### config.mk
export PLATFORM = sky130hd
export DESIGN_NAME = uart_rx
export DESIGN_NICKNAME = d
export VERILOG_FILES = /design/src/rtl/uart_rx.sv
export SDC_FILE = /design/constraint.sdc
export NUM_CORES = 1
export LEC_CHECK = 0
export BUFFER_PORTS_ARGS = -buffer_cell sky130_fd_sc_hd__buf_2
export CELL_PAD_IN_SITES_DETAIL_PLACEMENT = 1
export CELL_PAD_IN_SITES_GLOBAL_PLACEMENT = 1
export CORE_MARGIN = 4
export CORE_UTILIZATION = 50
export CTS_CLUSTER_SIZE = 12
export DETAILED_ROUTE_END_ITERATION = 12
export PLACE_DENSITY = 0.91
export SYNTH_ARGS = -nofsm -noshare
export SYNTH_HDL_FRONTEND = slang
export SYNTH_SLANG_ARGS = --single-unit
### constraint.sdc
create_clock -name clk -period 4.75 [get_ports clk]
set_clock_uncertainty 0.2 [all_clocks]
set_input_delay 0.2375 -clock clk [delete_from_list [all_inputs] [get_ports clk]]
set_output_delay 0.2375 -clock clk [all_outputs]
set_load 0.02 [all_outputs]
### src/rtl/uart_rx.sv
// UART receiver: 8N1 (or 8E1 when UART_RX_PARITY_EN is defined), LSB first, mid-bit sampling.
// Each byte is presented with a one-cycle data_en strobe; a low stop bit gives a frame_err strobe.
module uart_rx #(
  parameter int CLK_FREQ_KHz  = 50000,
  parameter int BAUD_RATE_BPS = 115200
) (
  input  logic       clk,
  input  logic       rst,
  input  logic       rx,
  output logic [7:0] data,
  output logic       data_en,
  output logic       rx_busy,
  output logic       frame_err
`ifdef UART_RX_PARITY_EN
  ,
  output logic       parity_err
`endif
);

  localparam int BIT_CLOCKS  = (CLK_FREQ_KHz * 1000) / BAUD_RATE_BPS;
  localparam int HALF_CLOCKS = BIT_CLOCKS / 2;
  localparam int CNT_W       = (BIT_CLOCKS > 2) ? $clog2(BIT_CLOCKS) : 1;
  localparam logic [CNT_W-1:0] BIT_LAST  = CNT_W'(BIT_CLOCKS - 1);
  localparam logic [CNT_W-1:0] HALF_LAST = CNT_W'(HALF_CLOCKS - 1);

`ifdef UART_RX_PARITY_EN
  typedef enum logic [4:0] {
    S_IDLE   = 5'b00001,
    S_START  = 5'b00010,
    S_DATA   = 5'b00100,
    S_STOP   = 5'b01000,
    S_PARITY = 5'b10000
  } state_t;
`else
  typedef enum logic [3:0] {
    S_IDLE  = 4'b0001,
    S_START = 4'b0010,
    S_DATA  = 4'b0100,
    S_STOP  = 4'b1000
  } state_t;
`endif

  state_t           state_q, state_d;
  logic             meta_q, rx_s_q, rx_prev_q;
  logic [CNT_W-1:0] cnt_q, cnt_d;
  logic [2:0]       bit_cnt_q, bit_cnt_d;
  logic [7:0]       shift_q, shift_d;
  logic [7:0]       data_q, data_d;
  logic             data_en_q, data_en_d;
  logic             frame_err_q, frame_err_d;
  logic             bit_done, half_done;
`ifdef UART_RX_PARITY_EN
  logic             par_bad_q, par_bad_d;
  logic             parity_err_q, parity_err_d;
`endif

  assign bit_done  = (cnt_q == BIT_LAST);
  assign half_done = (cnt_q == HALF_LAST);

  // State register plus datapath flops; synchroniser resets to idle-high
  always_ff @(posedge clk or posedge rst) begin
    if (rst) begin
      state_q      <= S_IDLE;
      meta_q       <= 1'b1;
      rx_s_q       <= 1'b1;
      rx_prev_q    <= 1'b1;
      cnt_q        <= '0;
      bit_cnt_q    <= '0;
      shift_q      <= '0;
      data_q       <= '0;
      data_en_q    <= 1'b0;
      frame_err_q  <= 1'b0;
`ifdef UART_RX_PARITY_EN
      par_bad_q    <= 1'b0;
      parity_err_q <= 1'b0;
`endif
    end else begin
      state_q      <= state_d;
      meta_q       <= rx;
      rx_s_q       <= meta_q;
      rx_prev_q    <= rx_s_q;
      cnt_q        <= cnt_d;
      bit_cnt_q    <= bit_cnt_d;
      shift_q      <= shift_d;
      data_q       <= data_d;
      data_en_q    <= data_en_d;
      frame_err_q  <= frame_err_d;
`ifdef UART_RX_PARITY_EN
      par_bad_q    <= par_bad_d;
      parity_err_q <= parity_err_d;
`endif
    end
  end

  always_comb begin
    state_d = state_q;
    case (state_q)
      S_IDLE:   if (rx_prev_q && !rx_s_q) state_d = S_START;
      S_START:  if (half_done) state_d = rx_s_q ? S_IDLE : S_DATA;
`ifdef UART_RX_PARITY_EN
      S_DATA:   if (bit_done && bit_cnt_q == 3'd7) state_d = S_PARITY;
      S_PARITY: if (bit_done) state_d = S_STOP;
`else
      S_DATA:   if (bit_done && bit_cnt_q == 3'd7) state_d = S_STOP;
`endif
      // Leaving at mid-stop-bit leaves half a bit to catch the next start edge
      S_STOP:   if (bit_done) state_d = S_IDLE;
      default:  state_d = S_IDLE;
    endcase
  end

  always_comb begin
    cnt_d        = cnt_q;
    bit_cnt_d    = bit_cnt_q;
    shift_d      = shift_q;
    data_d       = data_q;
    data_en_d    = 1'b0;
    frame_err_d  = 1'b0;
`ifdef UART_RX_PARITY_EN
    par_bad_d    = par_bad_q;
    parity_err_d = 1'b0;
`endif
    case (state_q)
      S_IDLE: begin
        cnt_d     = '0;
        bit_cnt_d = '0;
      end
      S_START: cnt_d = half_done ? '0 : cnt_q + 1'b1;
      S_DATA: begin
        cnt_d = bit_done ? '0 : cnt_q + 1'b1;
        if (bit_done) begin
          shift_d   = {rx_s_q, shift_q[7:1]};
          bit_cnt_d = bit_cnt_q + 3'd1;
        end
      end
`ifdef UART_RX_PARITY_EN
      S_PARITY: begin
        cnt_d = bit_done ? '0 : cnt_q + 1'b1;
        if (bit_done) par_bad_d = rx_s_q ^ (^shift_q);
      end
`endif
      S_STOP: begin
        cnt_d = bit_done ? '0 : cnt_q + 1'b1;
        if (bit_done) begin
          if (rx_s_q) begin
            data_d    = shift_q;
            data_en_d = 1'b1;
          end else begin
            frame_err_d = 1'b1;
          end
`ifdef UART_RX_PARITY_EN
          parity_err_d = par_bad_q;
`endif
        end
      end
      default: cnt_d = '0;
    endcase
  end

  always_comb begin
    rx_busy    = (state_q != S_IDLE);
    data       = data_q;
    data_en    = data_en_q;
    frame_err  = frame_err_q;
`ifdef UART_RX_PARITY_EN
    parity_err = parity_err_q;
`endif
  end

endmodule

==> Word-level counts from Yosys, hierarchy flattened <==
Cells that the tools add are included.
{ "totals": {"reg_bits": 37, "inputBits": 3, "word_cells": 51, "out_inout_bits": 11} }
{ "op_classes": {"n_mux": 17, "eq_ne": 13, "addsub": 2, "reduce_logical": 9} }
{ "ops": {"columns": ["cell", "n"], "rows": [
  ["9-bit 2-to-1 mux", 2],
  ["9-bit one-hot mux with 2 select lines", 1],
  ["4-bit 2-to-1 mux", 4],
  ["4-bit one-hot mux with 4 select lines", 1],
  ["2-bit inequality test, second input constant", 5],
  ["9-bit by 1-bit adder with 9-bit output, second input constant", 1],
  ["9-bit by 8-bit == test with 1-bit output, second input constant", 1],
  ["9-bit == test, second input constant", 1],
  ["1-bit 2-to-1 mux", 6],
  ["3-bit 2-to-1 mux", 2],
  ["3-bit one-hot mux with 2 select lines", 1],
  ["4-bit by 1-bit == test with 1-bit output, second input constant", 1],
  ["4-bit by 2-bit == test with 1-bit output, second input constant", 1],
  ["4-bit by 3-bit == test with 1-bit output, second input constant", 1],
  ["4-bit == test, second input constant", 1],
  ["4-bit by 1-bit inequality test with 1-bit output, second input constant", 1],
  ["2-bit AND reduction", 2],
  ["4-bit AND reduction", 1],
  ["3-bit by 1-bit adder with 3-bit output, second input constant", 1],
  ["3-bit == test, second input constant", 1],
  ["3-bit AND reduction", 1],
  ["1-bit logical AND", 2],
  ["2-bit nonzero test", 1],
  ["2-bit OR reduction", 1],
  ["1-bit zero test", 1]
]} }

==> Longest topological paths before layout <==
{ "logic_depth": {"depth_word": 4, "depth_mapped": 7, "depth_no_buf": 5} }

==> Least setup slack after synthesis <==
OpenSTA, ideal clock, no wires.
{ "synth_path": {"kind": "reg-to-reg", "from": "register cnt_q[1]", "to": "register shift_q[0]", "arrival_time_ns": 1.635, "required_time_ns": 4.422, "synth_period_minus_slack_ns": 1.963, "setup_time_ns": 0.128, "path_stages_with_launch": 8, "path_buffers": 2, "slack_ns": 2.787, "path_cell_list": "dfrtp_1 -> inv_1 -> ha_1 -> and4b_1 -> clkbuf_1 -> and3_1 -> buf_2 -> mux2_1"} }
{ "synth_between": {"elab_chain_cells": 2} }
{ "synth_lines": {"columns": ["item", "line", "text"], "rows": [
  ["start: declaration", "45", "logic [CNT_W-1:0] cnt_q, cnt_d;"],
  ["start signal: assignment", "82", "cnt_q <= cnt_d;"],
  ["9-bit == test", "57", "assign bit_done = (cnt_q == BIT_LAST);"],
  ["2-bit AND reduction (no line)", null, null],
  ["end signal: assignment", "84", "shift_q <= shift_d;"],
  ["end: declaration", "47", "logic [7:0] shift_q, shift_d;"]
]} }
Every way passes these cells.
A chain may end at the register's enable or synchronous reset.

==> Worst setup path in the final report <==
{ "layout_path": {"from": "register cnt_q[3]", "to": "register shift_q[3]"} }
Same word-level chain as after synthesis.

==> impl_metrics.yaml <==
floorplan:
  floorplan.die_area_mm2: 0.00430
  placeableCoreArea_mm2: 0.00310
  rows: 20
  dieWidth_um: 65.5
  die-height_um: 65.5
  floorplan.initialDensity: 0.533
  ioPinCount: 14
final_layout:
  instances_no_fill: 193
  post-route-cell-area_mm2: 0.00186
  antenna_cells: 0
  multiInputGateArea_um2: 667
  final_nets: 156
  layout.area.seq_um2: 931
  final_layout_size_suffix_gt1_frac: 0.208
  final_layout_fill_cell_count: 336
  syn2layout_area_growth_pct: 12.1
global_routing:
  grt_start_max_net_pins: 38
  overflow_left_after_global_routing: 0
  initial_antenna_violation_count: 0
  grt_pass1_wl_um: 5840
  globalRouteTotalUtil: 0.187
  via_count_of_the_first_global_routing_pass: 1179
yosys:
  ys_seq_area_frac: 0.562
  synth_edf_count: 0
  ys_ff_latch: 37
  synth_area_per_cell_um2: 12.6
  netlist-cell-type-count: 40
  ys_top_cells_by_count: "sky130_fd_sc_hd__dfrtp_1 (33), sky130_fd_sc_hd__mux2_1 (15), sky130_fd_sc_hd__inv_1 (8)"
  postSynth.topFlopCell: "sky130_fd_sc_hd__dfrtp_1"
  synth_net_count: 139
  ys_top_cells_by_area: "sky130_fd_sc_hd__dfrtp_1 (50%), sky130_fd_sc_hd__mux2_1 (10%), sky130_fd_sc_hd__dfstp_2 (6.3%), sky130_fd_sc_hd__ha_1 (3.8%), sky130_fd_sc_hd__a22oi_1 (1.8%)"
  yosysMostFrequentCell: "sky130_fd_sc_hd__dfrtp_1"
  postSynthCellCount: 131
  synth_area_leader_cell: "sky130_fd_sc_hd__dfrtp_1"
  synth.top_cell.area_share: 0.499
  async_set_or_reset_flop_fraction_in_the_synthesized_netlist: 1.00
  yosys_warnings: 0
  mappedNetlistArea_mm2: 0.00166
setup_path:
  worst_setup_path_start_kind: "flop"
  cp.arrival_ps: 2630
  critPathLaunch: "cnt_q[3]"
  worst_r2r_endpoint: "shift_q[3]"
  setup.reg_to_reg.worst_slack_ps: 2160
  critical_path_class: "flop to flop"
  worst-endpoint-required_ps: 4780
  worst_setup_path_end_kind: "flop"
  timing.rr.start: "cnt_q[3]"
  ff2ff_path_depth: 3
  crit_path_max_fanout: 10
drt:
  drt.antenna.violating_nets: 0
  vias: 1093
  wire_per_inst_um: 17.4
  detail_route.drc_violations: 0
  drt_first_iter_violations: 38
  detailed_route_wl_um: 3350
  via_per_inst: 5.66
  detailedRoute.firstPassIterationCount: 4
timing:
  worst_slew_pin_slew_ps: 964
  maxClockFrequency_mhz: 385
  grt_setup_unrepaired: "false"
  maxSlewHeadroom: 0.348
  finalHoldViolCount: 0
  setup_total_negative_slack_ps: 0
  finalCritPeriodShare: 0.546
  setup_viol_count_final: 0
  fin_crit_ps: 2590
  slew_viol_final: 0
pwr:
  power-per-cell-area_mw_per_mm2: 378
  total_power_mw: 0.701
  ir_worst_vdd_mv: 0.175
  power.static_leakage_nw: 0.926
clocking:
  clock_tree_from_tritoncts: "yes"
  count_of_instances_resized_after_the_clock_tree_is_built: 0
  clock-sinks: 37
  clock_insertion_delay_worst_skew_ps: 350
  cts_buffers: 5
  clock_pin_slew_on_the_worst_setup_and_hold_paths_ps: 120
  clock_tree.buffer_depth: 2
  clock-root-buffer: "sky130_fd_sc_hd__clkbuf_4"
  cts_max_level: 2
flow_run:
  max-cap-violations: 0
worst_hold_path:
  min_path_type: "flop to flop"
  min_path_cells: 0
  hold_path_end: "rx_s_q"
  timing.hold.worst.start: "meta_q"
placement:
  place.port_buffers: 13
  dp.cells: 183
  dp_hpwl_um: 2260
  place_area_mm2: 0.00176
  place_congestion: 0.826
run_status:
  status: "finished, final reports clean"
## where the power goes
group | leakage [nW] | switching [mW] | total [mW] | internal [mW]
registers | 0.501 | 0.0227 | 0.359 | 0.336
clock network | 0.0424 | 0.107 | 0.219 | 0.112
logic | 0.383 | 0.0740 | 0.123 | 0.0494
total | 0.926 | 0.203 | 0.701 | 0.498
## placed cells by master, fill, tap and decap left out, types with 2 or more instances in the layout
cell / synthesis / final
sky130_fd_sc_hd__nor2_1: 3 / 3
sky130_fd_sc_hd__or3_1: 3 / 3
sky130_fd_sc_hd__mux2_2: 2 / 2
sky130_fd_sc_hd__inv_1: 8 / 8
sky130_fd_sc_hd__nand3_1: 5 / 5
sky130_fd_sc_hd__clkbuf_4: 0 / 5
sky130_fd_sc_hd__xnor2_1: 2 / 2
sky130_fd_sc_hd__a21boi_1: 2 / 2
sky130_fd_sc_hd__dfstp_2: 4 / 4
sky130_fd_sc_hd__ha_1: 5 / 5
sky130_fd_sc_hd__nand2_1: 5 / 5
sky130_fd_sc_hd__buf_2: 4 / 13
sky130_fd_sc_hd__mux2_1: 15 / 15
sky130_fd_sc_hd__nor4b_2: 2 / 2
sky130_fd_sc_hd__and4b_1: 2 / 2
sky130_fd_sc_hd__a22oi_1: 4 / 4
sky130_fd_sc_hd__mux2i_1: 2 / 2
sky130_fd_sc_hd__dfrtp_1: 33 / 33
sky130_fd_sc_hd__o21ai_0: 3 / 3
sky130_fd_sc_hd__a21oi_1: 4 / 4
sky130_fd_sc_hd__xor2_1: 2 / 2
sky130_fd_sc_hd__dlygate4sd3_1: 0 / 2
## sequential cells by signal, indices dropped and copies added (netlist names)
register   flops
bit_cnt_q      3
cnt_q          9
data           8
data_en        1
frame_err      1
meta_q         1
rx_prev_q      1
rx_s_q         1
shift_q        8
state_q        4
## final cells by class
class,instances,share of cell area
flip-flops and latches,37,0.502
multi-input cells,80,0.359
repair buffers,16,0.0499
well taps,44,0.0297
clock buffers,6,0.0223
clock inverters,2,0.0209
inverters,8,0.0162
## worst max-delay path by stage
stage	endpoint	depth (start not counted)
after global placement	shift_q[1]	3
after detailed placement	shift_q[3]	3
after floorplan	shift_q[0]	7
after CTS	shift_q[3]	3
after global routing	shift_q[3]	3
final	shift_q[3]	3
## metal layers
metal  global-route usage  routed length, um  vias to the layer above
li1                     -                  -                      508
met1                0.232               1500                      554
met2                0.292               1660                       24
met3               0.0393                113                        7
met4                0.122                 72                        0
met5                    0                  0                        -
## timing repair
action | in CTS | in global routing
buffers inserted | 0 | 0
endpoints found under the setup margin | 0 | 0
hold buffers | 2 | 0
endpoints found under the hold margin | 34 | 0
## through the flow
| stage | util | worst slack (ps) | hold slack (ps) |
|---|---|---|---|
| after floorplan | - | 2790 | 42.0 |
| after global placement | 0.566 | 2280 | 144 |
| after detailed placement | 0.566 | 2190 | 144 |
| after CTS | 0.598 | 2150 | 165 |
| after global routing | 0.598 | 2030 | 174 |
| final | 0.598 | 2160 | 164 |
## critical path: stages (launching register included)
cell	delay, ps
sky130_fd_sc_hd__dfrtp_1	490
sky130_fd_sc_hd__nor4bb_1	860
sky130_fd_sc_hd__and3_1	560
sky130_fd_sc_hd__mux2_1	370
## kinds of logic (layout without fill, tap and decap cells)
kind of cell / count (synthesis) / after routing / share of synthesized area
flip-flops: 37 / 37 / 0.562
AND/OR/NAND/NOR: 29 / 29 / 0.119
AO/OA/AOI/OAI: 23 / 23 / 0.0968
multiplexers: 19 / 19 / 0.128
buffers and inverters: 14 / 32 / 0.0348
adder cells (fa/ha/maj): 5 / 5 / 0.0378
XOR/XNOR: 4 / 4 / 0.0212
Power figures use the tool's default switching activity.
